--- src/rtl/rf_writeback.sv ---
// -----------------------------------------------------------------------------
// rf_writeback
//
// Owns the single write port of the integer register file. Single-cycle ALU
// results and multi-cycle load results are merged here: ALU results always win
// the port, while load results are parked in a small in-order FIFO and retired
// whenever the ALU leaves the port idle. The port itself (we3/a3/wd3) is driven
// straight from flops.
//
// A 32-bit scoreboard (pend) tracks registers that have an outstanding load so
// decode can stall on RAW/WAW hazards. A bit is set when the load is issued and
// cleared on the same edge that the register file captures the load data.
//
// Parameters
//   XLEN        datapath width
//   FIFO_DEPTH  load-result buffer entries (power of two, >= 2)
//
// Ports
//   clk          clock, all state on the rising edge
//   rst_n        asynchronous active-low reset
//   alu_valid    ALU result present this cycle (never back-pressured)
//   alu_rd       ALU destination register
//   alu_data     ALU result
//   mem_valid    load result offered
//   mem_ready    load result accepted when mem_valid && mem_ready
//   mem_rd       load destination register
//   mem_data     load data
//   issue_valid  a load is issued this cycle
//   issue_rd     destination of the issued load
//   pend         scoreboard, bit i set while a load to xi is outstanding
//   we3          register-file write enable (registered)
//   a3           register-file write address (registered)
//   wd3          register-file write data (registered)
// -----------------------------------------------------------------------------
module rf_writeback #(
  parameter int XLEN       = 32,
  parameter int FIFO_DEPTH = 2
) (
  input  logic            clk,
  input  logic            rst_n,
  input  logic            alu_valid,
  input  logic [4:0]      alu_rd,
  input  logic [XLEN-1:0] alu_data,
  input  logic            mem_valid,
  output logic            mem_ready,
  input  logic [4:0]      mem_rd,
  input  logic [XLEN-1:0] mem_data,
  input  logic            issue_valid,
  input  logic [4:0]      issue_rd,
  output logic [31:0]     pend,
  output logic            we3,
  output logic [4:0]      a3,
  output logic [XLEN-1:0] wd3
);

  // FIFO_DEPTH is a power of two, so a plain PTR_W-bit increment wraps
  // modulo the depth. The counter needs one extra bit to represent "full".
  localparam int PTR_W = $clog2(FIFO_DEPTH);
  localparam int CNT_W = PTR_W + 1;

  localparam logic [CNT_W-1:0] CNT_FULL = CNT_W'(FIFO_DEPTH);
  localparam logic [CNT_W-1:0] CNT_ZERO = {CNT_W{1'b0}};
  localparam logic [CNT_W-1:0] CNT_ONE  = {{(CNT_W-1){1'b0}}, 1'b1};
  localparam logic [PTR_W-1:0] PTR_ONE  = {{(PTR_W-1){1'b0}}, 1'b1};

  // ---------------------------------------------------------------------------
  // Load-result FIFO state
  // ---------------------------------------------------------------------------
  logic [4:0]       fifo_rd_r   [FIFO_DEPTH];
  logic [XLEN-1:0]  fifo_data_r [FIFO_DEPTH];
  logic [PTR_W-1:0] wr_ptr_r;
  logic [PTR_W-1:0] rd_ptr_r;
  logic [CNT_W-1:0] count_r;
  logic [CNT_W-1:0] count_nxt_s;

  logic             full_s;
  logic             empty_s;
  logic             push_s;
  logic             pop_s;
  logic [4:0]       head_rd_s;
  logic [XLEN-1:0]  head_data_s;

  // ---------------------------------------------------------------------------
  // Write-port and scoreboard state
  // ---------------------------------------------------------------------------
  logic             alu_win_s;
  logic             we3_nxt_s;
  logic [4:0]       a3_nxt_s;
  logic [XLEN-1:0]  wd3_nxt_s;
  logic             wb_mem_r;
  logic             wb_mem_nxt_s;

  logic [31:0]      pend_r;
  logic [31:0]      pend_nxt_s;
  logic [31:0]      set_mask_s;
  logic [31:0]      clr_mask_s;

  // Full/empty come only from registered occupancy, so mem_ready never
  // depends on a same-cycle pop and a full FIFO refuses every offer.
  assign full_s      = (count_r == CNT_FULL);
  assign empty_s     = (count_r == CNT_ZERO);
  assign mem_ready   = !full_s;
  assign push_s      = mem_valid && !full_s;
  assign head_rd_s   = fifo_rd_r[rd_ptr_r];
  assign head_data_s = fifo_data_r[rd_ptr_r];

  // x0 writes from the ALU are meaningless, so they neither use the port
  // nor hold off a FIFO pop.
  assign alu_win_s = alu_valid && (alu_rd != 5'd0);

  // The FIFO head is popped whenever the ALU does not own the port. A head
  // pushed this cycle is not visible yet because count_r is still zero.
  assign pop_s = !alu_win_s && !empty_s;

  assign pend = pend_r;

  // Next occupancy from the push/pop pair.
  always_comb begin
    count_nxt_s = count_r;
    case ({push_s, pop_s})
      2'b10:   count_nxt_s = count_r + CNT_ONE;
      2'b01:   count_nxt_s = count_r - CNT_ONE;
      2'b11:   count_nxt_s = count_r;
      2'b00:   count_nxt_s = count_r;
      default: count_nxt_s = count_r;
    endcase
  end

  // FIFO storage: written at the write pointer on an accepted handshake.
  always_ff @(posedge clk or negedge rst_n) begin
    if (!rst_n) begin
      for (int i = 0; i < FIFO_DEPTH; i++) begin
        fifo_rd_r[i]   <= 5'd0;
        fifo_data_r[i] <= {XLEN{1'b0}};
      end
    end else begin
      if (push_s) begin
        fifo_rd_r[wr_ptr_r]   <= mem_rd;
        fifo_data_r[wr_ptr_r] <= mem_data;
      end
    end
  end

  // FIFO pointers and occupancy.
  always_ff @(posedge clk or negedge rst_n) begin
    if (!rst_n) begin
      wr_ptr_r <= {PTR_W{1'b0}};
      rd_ptr_r <= {PTR_W{1'b0}};
      count_r  <= CNT_ZERO;
    end else begin
      if (push_s) begin
        wr_ptr_r <= wr_ptr_r + PTR_ONE;
      end
      if (pop_s) begin
        rd_ptr_r <= rd_ptr_r + PTR_ONE;
      end
      count_r <= count_nxt_s;
    end
  end

  // Write-port arbitration: ALU first, then the FIFO head, else idle with
  // address/data held so the register-file inputs do not toggle needlessly.
  always_comb begin
    we3_nxt_s    = 1'b0;
    a3_nxt_s     = a3;
    wd3_nxt_s    = wd3;
    wb_mem_nxt_s = 1'b0;
    if (alu_win_s) begin
      we3_nxt_s    = 1'b1;
      a3_nxt_s     = alu_rd;
      wd3_nxt_s    = alu_data;
      wb_mem_nxt_s = 1'b0;
    end else if (!empty_s) begin
      // A head addressed to x0 is still popped, just never written.
      we3_nxt_s    = (head_rd_s != 5'd0);
      a3_nxt_s     = head_rd_s;
      wd3_nxt_s    = head_data_s;
      wb_mem_nxt_s = 1'b1;
    end else begin
      we3_nxt_s    = 1'b0;
      a3_nxt_s     = a3;
      wd3_nxt_s    = wd3;
      wb_mem_nxt_s = 1'b0;
    end
  end

  // Registered write port plus the flag marking a load-sourced write.
  always_ff @(posedge clk or negedge rst_n) begin
    if (!rst_n) begin
      we3      <= 1'b0;
      a3       <= 5'd0;
      wd3      <= {XLEN{1'b0}};
      wb_mem_r <= 1'b0;
    end else begin
      we3      <= we3_nxt_s;
      a3       <= a3_nxt_s;
      wd3      <= wd3_nxt_s;
      wb_mem_r <= wb_mem_nxt_s;
    end
  end

  // Scoreboard update. The clear fires on the edge that ends a load write
  // cycle, i.e. the same edge the register file captures the value, so a
  // dropped pend bit always means the data is already readable. A new issue
  // to the same register on that edge must win, hence set is applied last.
  always_comb begin
    if (we3 && wb_mem_r) begin
      clr_mask_s = 32'd1 << a3;
    end else begin
      clr_mask_s = 32'd0;
    end
    if (issue_valid && (issue_rd != 5'd0)) begin
      set_mask_s = 32'd1 << issue_rd;
    end else begin
      set_mask_s = 32'd0;
    end
    // x0 is hardwired to zero and can never be pending.
    pend_nxt_s = ((pend_r & ~clr_mask_s) | set_mask_s) & ~32'd1;
  end

  // Scoreboard register.
  always_ff @(posedge clk or negedge rst_n) begin
    if (!rst_n) begin
      pend_r <= 32'd0;
    end else begin
      pend_r <= pend_nxt_s;
    end
  end

endmodule

--- config.mk ---
export PLATFORM = sky130hd
export DESIGN_NAME = rf_writeback
export DESIGN_NICKNAME = d
export VERILOG_FILES = /design/src/rtl/rf_writeback.sv
export SDC_FILE = /design/constraint.sdc
export NUM_CORES = 1
export LEC_CHECK = 0
export BUFFER_PORTS_ARGS = -buffer_cell sky130_fd_sc_hd__buf_2
export CORE_ASPECT_RATIO = 1.25
export CORE_MARGIN = 10
export CORE_UTILIZATION = 30
export DETAILED_ROUTE_END_ITERATION = 12
export PLACE_DENSITY = 0.56
export SLEW_MARGIN = 30
export SYNTH_ARGS = -nofsm -noshare
export SYNTH_HDL_FRONTEND = slang
export SYNTH_SLANG_ARGS = --single-unit
--- constraint.sdc ---
create_clock -name clk -period 2.2 [get_ports clk]
set_input_delay 0.66 -clock clk [delete_from_list [all_inputs] [get_ports clk]]
set_output_delay 0.66 -clock clk [all_outputs]
set_load 0.005 [all_outputs]
==> flow_summary.json <==
{
  "num-fill-cells": 2148,
  "critPathLaunchType": "flip-flop",
  "crit_start": "count_r[0]",
  "endpoint": "mem_ready",
  "maxSlewViolCount": 0,
  "vias": 4680,
  "async_flop_share_pct": 100.0,
  "area.sequential_sq_um": 3705,
  "synth.yosys.seq_area_share_pct": 56.61,
  "portBuffers": 153,
  "min_period_over_period_pct": 85.59,
  "crit_path_end_kind": "output pin",
  "die_x_microns": 152.1,
  "drt_iter0_drc": 141,
  "synth_cells": 518,
  "hpwl_microns": 12810,
  "core-area_sq_um": 21470,
  "synth-seq-cells": 148,
  "r2r-end": "wd3[25]",
  "drive_gt1_share_pct": 46.23,
  "fin_tns_setup_ns": 0,
  "met3WireLength_microns": 890,
  "netlist_top_cells_count": "dfrtp_1, mux2_2, o21ai_0",
  "layout_min_cycle_time_ns": 1.883,
  "grt_pass1_vias": 5119,
  "grt_max_degree": 61,
  "clk_pin_slew_ns": 0.07,
  "wire_per_inst_microns": 18.56,
  "syn_nets": 603,
  "start_util_pct": 30.47,
  "multi_input_area_sq_um": 2673,
  "hold_violations": 0,
  "synth_ff_type": "dfrtp_1",
  "r2r_start": "count_r[1]",
  "area_growth_pct": 26.53,
  "setup_viol": 0,
  "worst_slew_pin_slew_ns": 0.9101,
  "p_leak_nw": 3.565,
  "grt_usage_pct": 12.64,
  "rsz0062_at_grt": "false",
  "worstRegToRegCells": 3,
  "synth_edf_count": 0,
  "wl_met2_microns": 9228,
  "fin_nets": 762,
  "outcome": "finished clean",
  "max_clock_freq_ghz": 0.5311,
  "grt_overflow_total": 0,
  "clockRootBuffer": "clkbuf_16",
  "cp.arrival_ns": 1.22,
  "yosys.area.top_type": "dfrtp_1",
  "postRouteAntennaNets": 0,
  "synth.area.top_cells": "dfrtp_1, mux2_2, mux2i_1, o21ai_0, nor3_1",
  "final_util_pct": 38.55,
  "ctsResizeCount": 0,
  "path_max_fanout": 4,
  "crit_required_ns": 1.54,
  "hp-class": "input port to async pin",
  "max_slew_margin_pct": 39.33,
  "worst_clock_skew_ns": 0.01389,
  "drt_wl_total_microns": 17990,
  "cts_hold_buf": 0,
  "avgSynthCellArea_sq_um": 12.63,
  "yosysWarningCount": 0,
  "cts_tree": "yes",
  "antenna_cells": 0,
  "r2r_slack_ns": 0.52,
  "via_per_inst": 4.830,
  "drt_pass1_iterations": 4,
  "max-cap-violations": 0,
  "cts_buffers": 17,
  "grt_pass1_wl_microns": 28610,
  "yosysUniqueCellTypes": 40,
  "htree_num_levels": 4,
  "crit_type": "flip-flop to output pin",
  "cts.sinks": 148,
  "grt_antenna_before_repair": 0,
  "drc": 0,
  "clk_latency_ns": 0.42,
  "wl_met1_microns": 7747,
  "cts_setup_buffers": 0,
  "yosysMostFrequentCell": "dfrtp_1",
  "ir_drop_mv": 0.5393,
  "die_area_sq_um": 28150,
  "p_per_area_nw_per_um2": 1508,
  "yosys.area.top_type_share_pct": 56.61,
  "top_layer_used": "met4",
  "cts_buffer_depth": 2,
  "routabilityCongestion": 0.7628,
  "num_io_pins": 155,
  "die_h_microns": 185.1,
  "syn_area_sq_um": 6543,
  "rows": 60
}
[final cells by class]
type / instances / share of cell area, %
clock buffers: 17 / 5.139
inverters: 1 / 0.04534
multi-input cells: 340 / 32.29
clock inverters: 15 / 2.328
well taps: 279 / 4.217
flip-flops and latches: 148 / 44.76
repair buffers: 169 / 11.23
[registers in the layout, indices dropped and copies added, names as in the netlist]
name         cells
wd3             32
wr_ptr_r         1
rd_ptr_r         1
fifo_rd_r       10
fifo_data_r     64
we3              1
count_r          2
wb_mem_r         1
pend            31
a3               5
[layout by cell type (no fill, tap or decap), drive strengths merged, types with 2 or more instances in the layout]
cell    count
buf       169
dfrtp     148
mux2      106
o21ai      64
nor3       36
mux2i      34
a21oi      34
clkbuf     17
nor2        9
inv         9
nand3b      8
nand2       6
or3b        4
o31ai       4
nand3       4
clkinv      4
xnor2       3
nor2b       3
a211oi      3
bufinv      3
or3         3
nand4b      2
or2         2
a22o        2
or4b        2
[logic make-up after synthesis]
kind of cell | Yosys count | share of synthesized area, %
AOI/OAI and AO/OA | 110 | 9.122
xor gates and xnor gates | 4 | 0.5356
adders and majority gates | 1 | 0.1912
buffers and inverters | 30 | 2.563
DFF | 148 | 56.61
muxes | 140 | 23.45
other | 1 | 0.05732
and+or+nand+nor | 84 | 7.478
[where the power goes]
| part | internal [mW] | total [mW] | switching [mW] |
|---|---|---|---|
| Combinational | 2.36 | 4.57 | 2.20 |
| Sequential | 4.07 | 4.85 | 0.777 |
| Clock | 1.82 | 3.06 | 1.24 |
[how the worst min path moves through the flow]
stage / startpoint / endpoint / slack, ns
CTS: rst_n / pend[8] / 0.13
global placement: fifo_data_r[15] / fifo_data_r[15] / 0.49
global route: rst_n / pend[8] / 0.13
detailed placement: pend[31] / pend[31] / 0.49
floorplan: rst_n / a3[0] / 0.36
finish: rst_n / pend[8] / 0.13
[through the flow]
step	total power [mW]	area, sq um	setup WS [ns]	cells	hold slack, ns
final	12.48	8278	0.3171	969	0.1315
after global routing	13.42	8278	0.2445	969	0.1322
after CTS	12.70	8278	0.2684	969	0.1281
after detailed placement	9.579	7660	0.04638	937	0.4921
after global placement	9.473	7660	0.04886	937	0.4860
after floorplan	7.808	6543	0.2304	518	0.3644
[per-layer routing]
layer	up-vias	GRT usage [%]
met4	0	3.008
met3	8	3.597
met1	2328	14.85
met5	-	0
li1	2220	-
met2	124	22.30
[worst max-delay path: stages (launching register included)]
cell and delay (ns):
dfrtp_1 0.40, nand2b_1 0.24, buf_2 0.17
No activity file was read; power rests on OpenSTA's default activity.
